File: src/rtl/score_history_writer.sv
// Logs each game's final score into the shared 16x8 memory: address BEST_ADDR holds the best score, the rest form a circular history.
// Optional build macro SCORE_BCD_EN: write data as two BCD digits instead of zero-extended binary.
module score_history_writer #(
    parameter int unsigned ADDR_WIDTH  = 4,
    parameter int unsigned DATA_WIDTH  = 8,
    parameter int unsigned SCORE_WIDTH = 6,
    parameter int unsigned BEST_ADDR   = 0
) (
    input  logic                   i_Clk,
    input  logic                   i_Rst_L,
    input  logic                   i_Game_Over,
    input  logic [SCORE_WIDTH-1:0] i_Score,
    output logic                   o_W_En,
    output logic [ADDR_WIDTH-1:0]  o_W_Addr,
    output logic [DATA_WIDTH-1:0]  o_W_Data,
    output logic [SCORE_WIDTH-1:0] o_Best_Score,
    output logic [3:0]             o_Entries,
    output logic                   o_Busy,
    output logic                   o_Overflow
);

    typedef enum logic [1:0] {
        S_CLEAR,
        S_IDLE,
        S_LOG,
        S_BEST
    } state_t;

    state_t                 state_q, state_d;
    logic [ADDR_WIDTH-1:0]  cnt_q, cnt_d;
    logic [ADDR_WIDTH-1:0]  ptr_q, ptr_d;
    logic                   prev_q;
    logic                   pend_q, pend_d;
    logic [SCORE_WIDTH-1:0] pend_score_q, pend_score_d;
    logic [SCORE_WIDTH-1:0] score_q, score_d;
    logic                   w_en_q, w_en_d;
    logic [ADDR_WIDTH-1:0]  w_addr_q, w_addr_d;
    logic [DATA_WIDTH-1:0]  w_data_q, w_data_d;
    logic [SCORE_WIDTH-1:0] best_q, best_d;
    logic [3:0]             entries_q, entries_d;
    logic                   busy_q, busy_d;
    logic                   ovf_q, ovf_d;
    logic                   trig;

    function automatic logic [DATA_WIDTH-1:0] fmt(input logic [SCORE_WIDTH-1:0] s);
`ifdef SCORE_BCD_EN
        logic [3:0] tens;
        logic [3:0] ones;
        tens = 4'(s / SCORE_WIDTH'(10));
        ones = 4'(s % SCORE_WIDTH'(10));
        fmt  = DATA_WIDTH'({tens, ones});
`else
        fmt  = DATA_WIDTH'(s);
`endif
    endfunction

    always_comb begin
        state_d      = state_q;
        cnt_d        = cnt_q;
        ptr_d        = ptr_q;
        pend_d       = pend_q;
        pend_score_d = pend_score_q;
        score_d      = score_q;
        w_en_d       = 1'b0;
        w_addr_d     = w_addr_q;
        w_data_d     = w_data_q;
        best_d       = best_q;
        entries_d    = entries_q;
        ovf_d        = ovf_q;
        trig         = i_Game_Over & ~prev_q;

        // Triggers arriving while busy go to the one-deep slot; a second one is lost.
        if (trig && state_q != S_IDLE) begin
            if (pend_q) begin
                ovf_d = 1'b1;
            end else begin
                pend_d       = 1'b1;
                pend_score_d = i_Score;
            end
        end

        case (state_q)
            S_CLEAR: begin
                w_en_d   = 1'b1;
                w_addr_d = cnt_q;
                w_data_d = '0;
                cnt_d    = cnt_q + ADDR_WIDTH'(1);
                if (cnt_q == '1) state_d = S_IDLE;
            end
            S_IDLE: begin
                if (pend_q) begin
                    score_d = pend_score_q;
                    pend_d  = trig;
                    if (trig) pend_score_d = i_Score;
                    state_d = S_LOG;
                end else if (trig) begin
                    score_d = i_Score;
                    state_d = S_LOG;
                end
            end
            S_LOG: begin
                w_en_d   = 1'b1;
                w_addr_d = ptr_q;
                w_data_d = fmt(score_q);
                ptr_d    = (ptr_q == '1) ? ADDR_WIDTH'(1) : ptr_q + ADDR_WIDTH'(1);
                if (entries_q != 4'd15) entries_d = entries_q + 4'd1;
                state_d  = (score_q > best_q) ? S_BEST : S_IDLE;
            end
            S_BEST: begin
                w_en_d   = 1'b1;
                w_addr_d = ADDR_WIDTH'(BEST_ADDR);
                w_data_d = fmt(score_q);
                best_d   = score_q;
                state_d  = S_IDLE;
            end
            default: state_d = S_CLEAR;
        endcase

        busy_d = (state_d != S_IDLE);
    end

    always_ff @(posedge i_Clk or negedge i_Rst_L) begin
        if (!i_Rst_L) begin
            state_q      <= S_CLEAR;
            cnt_q        <= '0;
            ptr_q        <= ADDR_WIDTH'(1);
            prev_q       <= 1'b0;
            pend_q       <= 1'b0;
            pend_score_q <= '0;
            score_q      <= '0;
            w_en_q       <= 1'b0;
            w_addr_q     <= '0;
            w_data_q     <= '0;
            best_q       <= '0;
            entries_q    <= '0;
            busy_q       <= 1'b1;
            ovf_q        <= 1'b0;
        end else begin
            state_q      <= state_d;
            cnt_q        <= cnt_d;
            ptr_q        <= ptr_d;
            prev_q       <= i_Game_Over;
            pend_q       <= pend_d;
            pend_score_q <= pend_score_d;
            score_q      <= score_d;
            w_en_q       <= w_en_d;
            w_addr_q     <= w_addr_d;
            w_data_q     <= w_data_d;
            best_q       <= best_d;
            entries_q    <= entries_d;
            busy_q       <= busy_d;
            ovf_q        <= ovf_d;
        end
    end

    assign o_W_En       = w_en_q;
    assign o_W_Addr     = w_addr_q;
    assign o_W_Data     = w_data_q;
    assign o_Best_Score = best_q;
    assign o_Entries    = entries_q;
    assign o_Busy       = busy_q;
    assign o_Overflow   = ovf_q;

endmodule

File: config.mk
export PLATFORM = sky130hd
export DESIGN_NAME = score_history_writer
export DESIGN_NICKNAME = d
export VERILOG_FILES = /design/src/rtl/score_history_writer.sv
export SDC_FILE = /design/constraint.sdc
export NUM_CORES = 1
export LEC_CHECK = 0
export CAP_MARGIN = 25
export CORE_ASPECT_RATIO = 1.5
export CORE_MARGIN = 1.5
export CORE_UTILIZATION = 53
export DETAILED_ROUTE_END_ITERATION = 6
export PLACE_DENSITY = 0.9
export RECOVER_POWER = 50
export REMOVE_ABC_BUFFERS = 1
export SKIP_LAST_GASP = 1
export SLEW_MARGIN = 20
export SYNTH_ARGS = -nofsm -noshare
export SYNTH_HDL_FRONTEND = slang
export SYNTH_SLANG_ARGS = --single-unit
File: constraint.sdc
create_clock -name i_Clk -period 2 [get_ports i_Clk]
set_clock_uncertainty 0.05 [all_clocks]
set_input_delay 0.6 -clock i_Clk [delete_from_list [all_inputs] [get_ports i_Clk]]
set_output_delay 0.6 -clock i_Clk [all_outputs]
set_load 0.005 [all_outputs]
# [Word-level counts from Yosys, hierarchy flattened]
# Cells that the tools add are included.
[word_totals] reg_bits=49 elab_cells=57
[op_classes] add_sub_neg=3 n_lt_le_gt_ge=1 eq_ne=8 n_mux=19 bitwise=2 n_reduce_logical=10
[ops] cell="$mux W6" count=7
[ops] cell="$pmux W8 S2" count=1
[ops] cell="$add A4 B1 Y4 const B" count=3
[ops] cell="$pmux W4 S3" count=1
[ops] cell="$eq A4 B4 Y1 const B" count=2
[ops] cell="$mux W2" count=4
[ops] cell="$pmux W2 S4" count=1
[ops] cell="$gt A6 B6 Y1" count=1
[ops] cell="$reduce_and A2 Y1" count=3
[ops] cell="$eq A2 B2 Y1 const B" count=2
[ops] cell="$mux W1" count=4
[ops] cell="$mux W4" count=1
[ops] cell="$ne A2 B1 Y1 const B" count=2
[ops] cell="$ne A4 B4 Y1 const B" count=1
[ops] cell="$reduce_bool A2 Y1" count=2
[ops] cell="$reduce_bool A3 Y1" count=1
[ops] cell="$reduce_or A3 Y1" count=1
[ops] cell="$eq A2 B1 Y1 const B" count=1
[ops] cell="$logic_not A2 Y1" count=1
[ops] cell="$reduce_or A2 Y1" count=1
[ops] cell="$and A1 B1 Y1" count=1
[ops] cell="$logic_and A1 B1 Y1" count=1
[ops] cell="$not A1 Y1" count=1

# [Longest topological paths before layout]
[logic_depth] ltp_word=7 ltp_mapped=7 depth_no_buf=6

# [Least setup slack after synthesis]
# Ideal clock, no wire load.
[synth_timing] path_kind="register to register" from="register best_q[3] (netlist: o_Best_Score[3])" to="register state_q[1]" setup_ns=0.067 arrival_ns=1.462 required_time_ns=1.883 slack_ns=0.422 stages_incl_launch_ff=7 n_path_buf=0 synth_period_minus_slack_ns=1.578 cell_sequence="dfrtp_1 inv_1 ha_1 and4_1 a311o_1 a31oi_1 nand2b_1"
[synth_between] elab_chain_cells=3
[synth_lines] item="from (decl)" line="39" rtl="logic [SCORE_WIDTH-1:0] best_q, best_d;"
[synth_lines] item="from (signal assigned)" line="149" rtl="best_q <= best_d;"
[synth_lines] item="$gt A6 B6 Y1" line="107" rtl="state_d = (score_q > best_q) ? S_BEST : S_IDLE;"
[synth_lines] item="$mux W2" line="107"
[synth_lines] item="$pmux W2 S4" line="82" rtl="case (state_q)"
[synth_lines] item="net state_d[1]" line="29" rtl="state_t state_q, state_d;"
[synth_lines] item="to (signal assigned)" line="139" rtl="state_q <= state_d;"
[synth_lines] item="to (decl)" line="29"
# The timed path passes the listed nets, and every way through them passes these cells.
# A chain may end at the register's enable or synchronous reset.

# [Worst setup path after layout]
[layout_timing] from="register entries_q[2] (netlist: o_Entries[2])" to="output o_Entries[2]"
[layout_lines] item="from (decl)" line="40" rtl="logic [3:0] entries_q, entries_d;"
[layout_lines] item="from (signal assigned)" line="150" rtl="entries_q <= entries_d;"
[layout_lines] item="to (decl)" line="17" rtl="output logic [3:0] o_Entries,"
# No word-level cell between the ends.

==> metrics <==
status completed; Fin Hold WS 432 ps; flip-flop and latch count after synthesis 47; Worst Reg2Reg Path Length in Cells 4; CTS clock-pin slew for the worst setup and hold paths 80 ps; library cell with the largest summed area after synthesis sky130_fd_sc_hd__dfrtp_1; buffer type at the clock tree root sky130_fd_sc_hd__clkbuf_8; number of top-level pins 34; hold buffer count at cts 0; RSZ-0062 raised after global routing no; chain of cells forming the critical path clkdlybuf4s50_1; clock latency at the later pin of the worst-skew pair 300 ps; GPL Wtd Cong 0.775; detailed-router iteration count before antenna repair 4; total length of routed wires 3.84 mm; initial detailed-routing violation count 7; required time of the critical path 1350 ps; nature of the critical path endpoint output pin; Yosys top cell area share 0.528; H-tree lvl count 2; number of warnings printed during yosys synthesis 0; setup_tns 0 ps; reported net switching power 1.45 mW; ANT cells 0; number of buffers between clock root and the deepest sink 2; setup ws final 108 ps; area growth from synthesis to final layout 20.4%; Pwr Total 4.23 mW; Comb power frac 0.419; Netlist Area Pre-Place 2130 um^2; startpoint types register; Critical Path Start o_Entries[2]; final HPWL from detailed placement 2.68 mm; Inserted Clock Buffers 5; worst reg2reg startpoint state_q[1]; wire length of the first global-routing pass 6.61 mm; mean post-synth cell area 12.4 um^2; power per cell area between 1500 and 2000 nW/um^2; filler cell count between 200 and 300; sequential element share of the synthesized area 0.553; worst relative slew slack 0.256; vias in the first global route between 1000 and 1500; Critical R2R Capture pend_score_q[3]; die width 54.8 um; worst setup path end o_Entries[2]; arrival time at the worst endpoint around 1200 ps; number of hold violations in the final report 0; cells after synthesis 172; Switching Share 0.343; post-route cell area around 2600 um^2; Remaining DRCs 0; Critical Path Fanout Max 5; mean routed wirelength per cell around 15 um; max_cap viols 0; # setup viols final 0; largest net degree at the start of global routing 48; number of gates on the worst path with buffers counted 1; ratio of cells with drive above 1 in the final layout 0.158; TritonCTS clock tree built; Final Core Density 0.660; share of the cycle needed by the critical path after routing 0.946; share of total power in the clock network 0.145; Area after DPL 2490 um^2; die outline height 80.7 um; number of antenna violations at the first check in global routing 0; library cell contributing the largest single delay on the critical path sky130_fd_sc_hd__clkdlybuf4s50_1; CP Class register to output pin; count of placed standard cells including taps 246; number of vias after detailed routing 1410; Peak VDD IR between 0.001 and 0.0015 V; final number of max-transition violations 0; buffer and inverter count on the worst path 1; core region area 3890 um^2; nets@finish 226; R2R setup slack roughly 150 ps; Pleak 1.18 nW; overall overflow remaining after global route 0; initial standard-cell utilization of the core 0.548; highest clock frequency the design can meet 0.528 GHz; DP Worst Slack around 94 ps; stage delay of the slowest cell on the critical path 520 ps; Final Critical Period 1890 ps; fin cells 254; All-Layer GR Usage 0.210; per-cell via count in the routed design 5.55; Slew @ Worst Pin 1120 ps; internal power component 2.78 mW; class of the tightest hold or removal check register to register; CTS sink cnt 47; post-detailed-route count of antenna-violating nets 0; most area-consuming cells after synthesis sky130_fd_sc_hd__dfrtp_1 (53%), sky130_fd_sc_hd__ha_1 (5.3%), sky130_fd_sc_hd__mux2i_1 (4.7%), sky130_fd_sc_hd__mux2_2 (4.2%), sky130_fd_sc_hd__mux2_4 (4.2%); kind of cell with the highest combined delay on the critical path buffers and inverters; synth unique cells 35; Port Buffers 31; proportion of power drawn by flip-flops and latches 0.436; Placement Rows 28; area of the die 4420 um^2
logic make-up after synthesis:
group	after synthesis	synth area share
other	1	0.00176
and+or+nand+nor	35	0.0863
adders and majority gates	10	0.0575
DFF	47	0.553
buffers and inverters	17	0.0428
muxes	24	0.131
xor gates and xnor gates	6	0.0335
AOI/OAI and AO/OA	32	0.0939
sequential cells by signal (all words and copies together), names as in the netlist, 4 cells and up:
name	cells
score_q	6
o_W_Addr	4
ptr_q	4
o_Best_Score	6
o_Entries	4
o_W_Data	6
cnt_q	4
pend_score_q	6
worst min path at each step:
stage / start / to / slack, ps / cells after the start
after floorplan: i_Rst_L / cnt_q[0] / 250 / 0
after global placement: o_Overflow / o_Overflow / 410 / 1
after detailed placement: o_Overflow / o_Overflow / 410 / 1
after CTS: i_Rst_L / ptr_q[3] / 220 / 2
after global routing: o_Overflow / o_Overflow / 450 / 1
final: o_Overflow / o_Overflow / 430 / 1
power groups by stage:
| stage | sequential (mW) | combinational, mW | clock, mW |
|---|---|---|---|
| after floorplan | 1.80 | 1.05 | 0 |
| after global placement | 1.84 | 1.73 | 0 |
| after detailed placement | 1.87 | 1.80 | 0 |
| after CTS | 1.85 | 1.83 | 0.635 |
| after global routing | 1.91 | 2.02 | 0.665 |
| final | 1.84 | 1.77 | 0.614 |
per-layer routing:
| layer | routed length [um] | global-route usage |
|---|---|---|
| met5 | 0 | 0 |
| met4 | 110 | 0.103 |
| met3 | 125 | 0.0520 |
| met2 | 1990 | 0.337 |
| met1 | 1610 | 0.255 |
repair_timing:
item	CTS	global route
endpoints found under the setup margin	0	1
gates resized for setup	0	1
buffers inserted	0	0
layout make-up:
| class | instances | area [um^2] | area share |
|---|---|---|---|
| well taps | 45 | 56.3 | 0.0219 |
| inverters | 9 | 33.8 | 0.0132 |
| clock buffers | 8 | 100 | 0.0390 |
| repair buffers | 36 | 339 | 0.132 |
| multi-input cells | 109 | 858 | 0.334 |
| flip-flops and latches | 47 | 1180 | 0.459 |
cells in the mapped netlist, drive strengths merged:
master,number
a21boi,1
a21o,1
a21oi,4
a22o,5
a311o,1
a31o,1
a31oi,3
and2b,1
and4,1
buf,8
conb,1
dfrtp,45
dfstp,2
ha,9
inv,9
maj3,1
mux2,14
mux2i,10
nand2,17
nand2b,2
nand3,3
nand4,3
nor2,3
nor2b,4
nor3,1
o21ai,16
xnor2,5
xor2,1
layout by cell type, fill, tap and decap left out, types with 4 or more instances in the layout:
cell                              count
sky130_fd_sc_hd__dfrtp_1             45
sky130_fd_sc_hd__clkdlybuf4s50_1     28
sky130_fd_sc_hd__nand2_1             16
sky130_fd_sc_hd__o21ai_0             15
sky130_fd_sc_hd__mux2i_1             10
sky130_fd_sc_hd__inv_1                9
sky130_fd_sc_hd__ha_1                 9
sky130_fd_sc_hd__mux2_2               8
sky130_fd_sc_hd__clkbuf_8             7
sky130_fd_sc_hd__mux2_4               6
sky130_fd_sc_hd__a22o_1               5
sky130_fd_sc_hd__nor2b_1              4
sky130_fd_sc_hd__a21oi_1              4
sky130_fd_sc_hd__xnor2_1              4
Note: power is estimated with default switching activity, not from simulation.
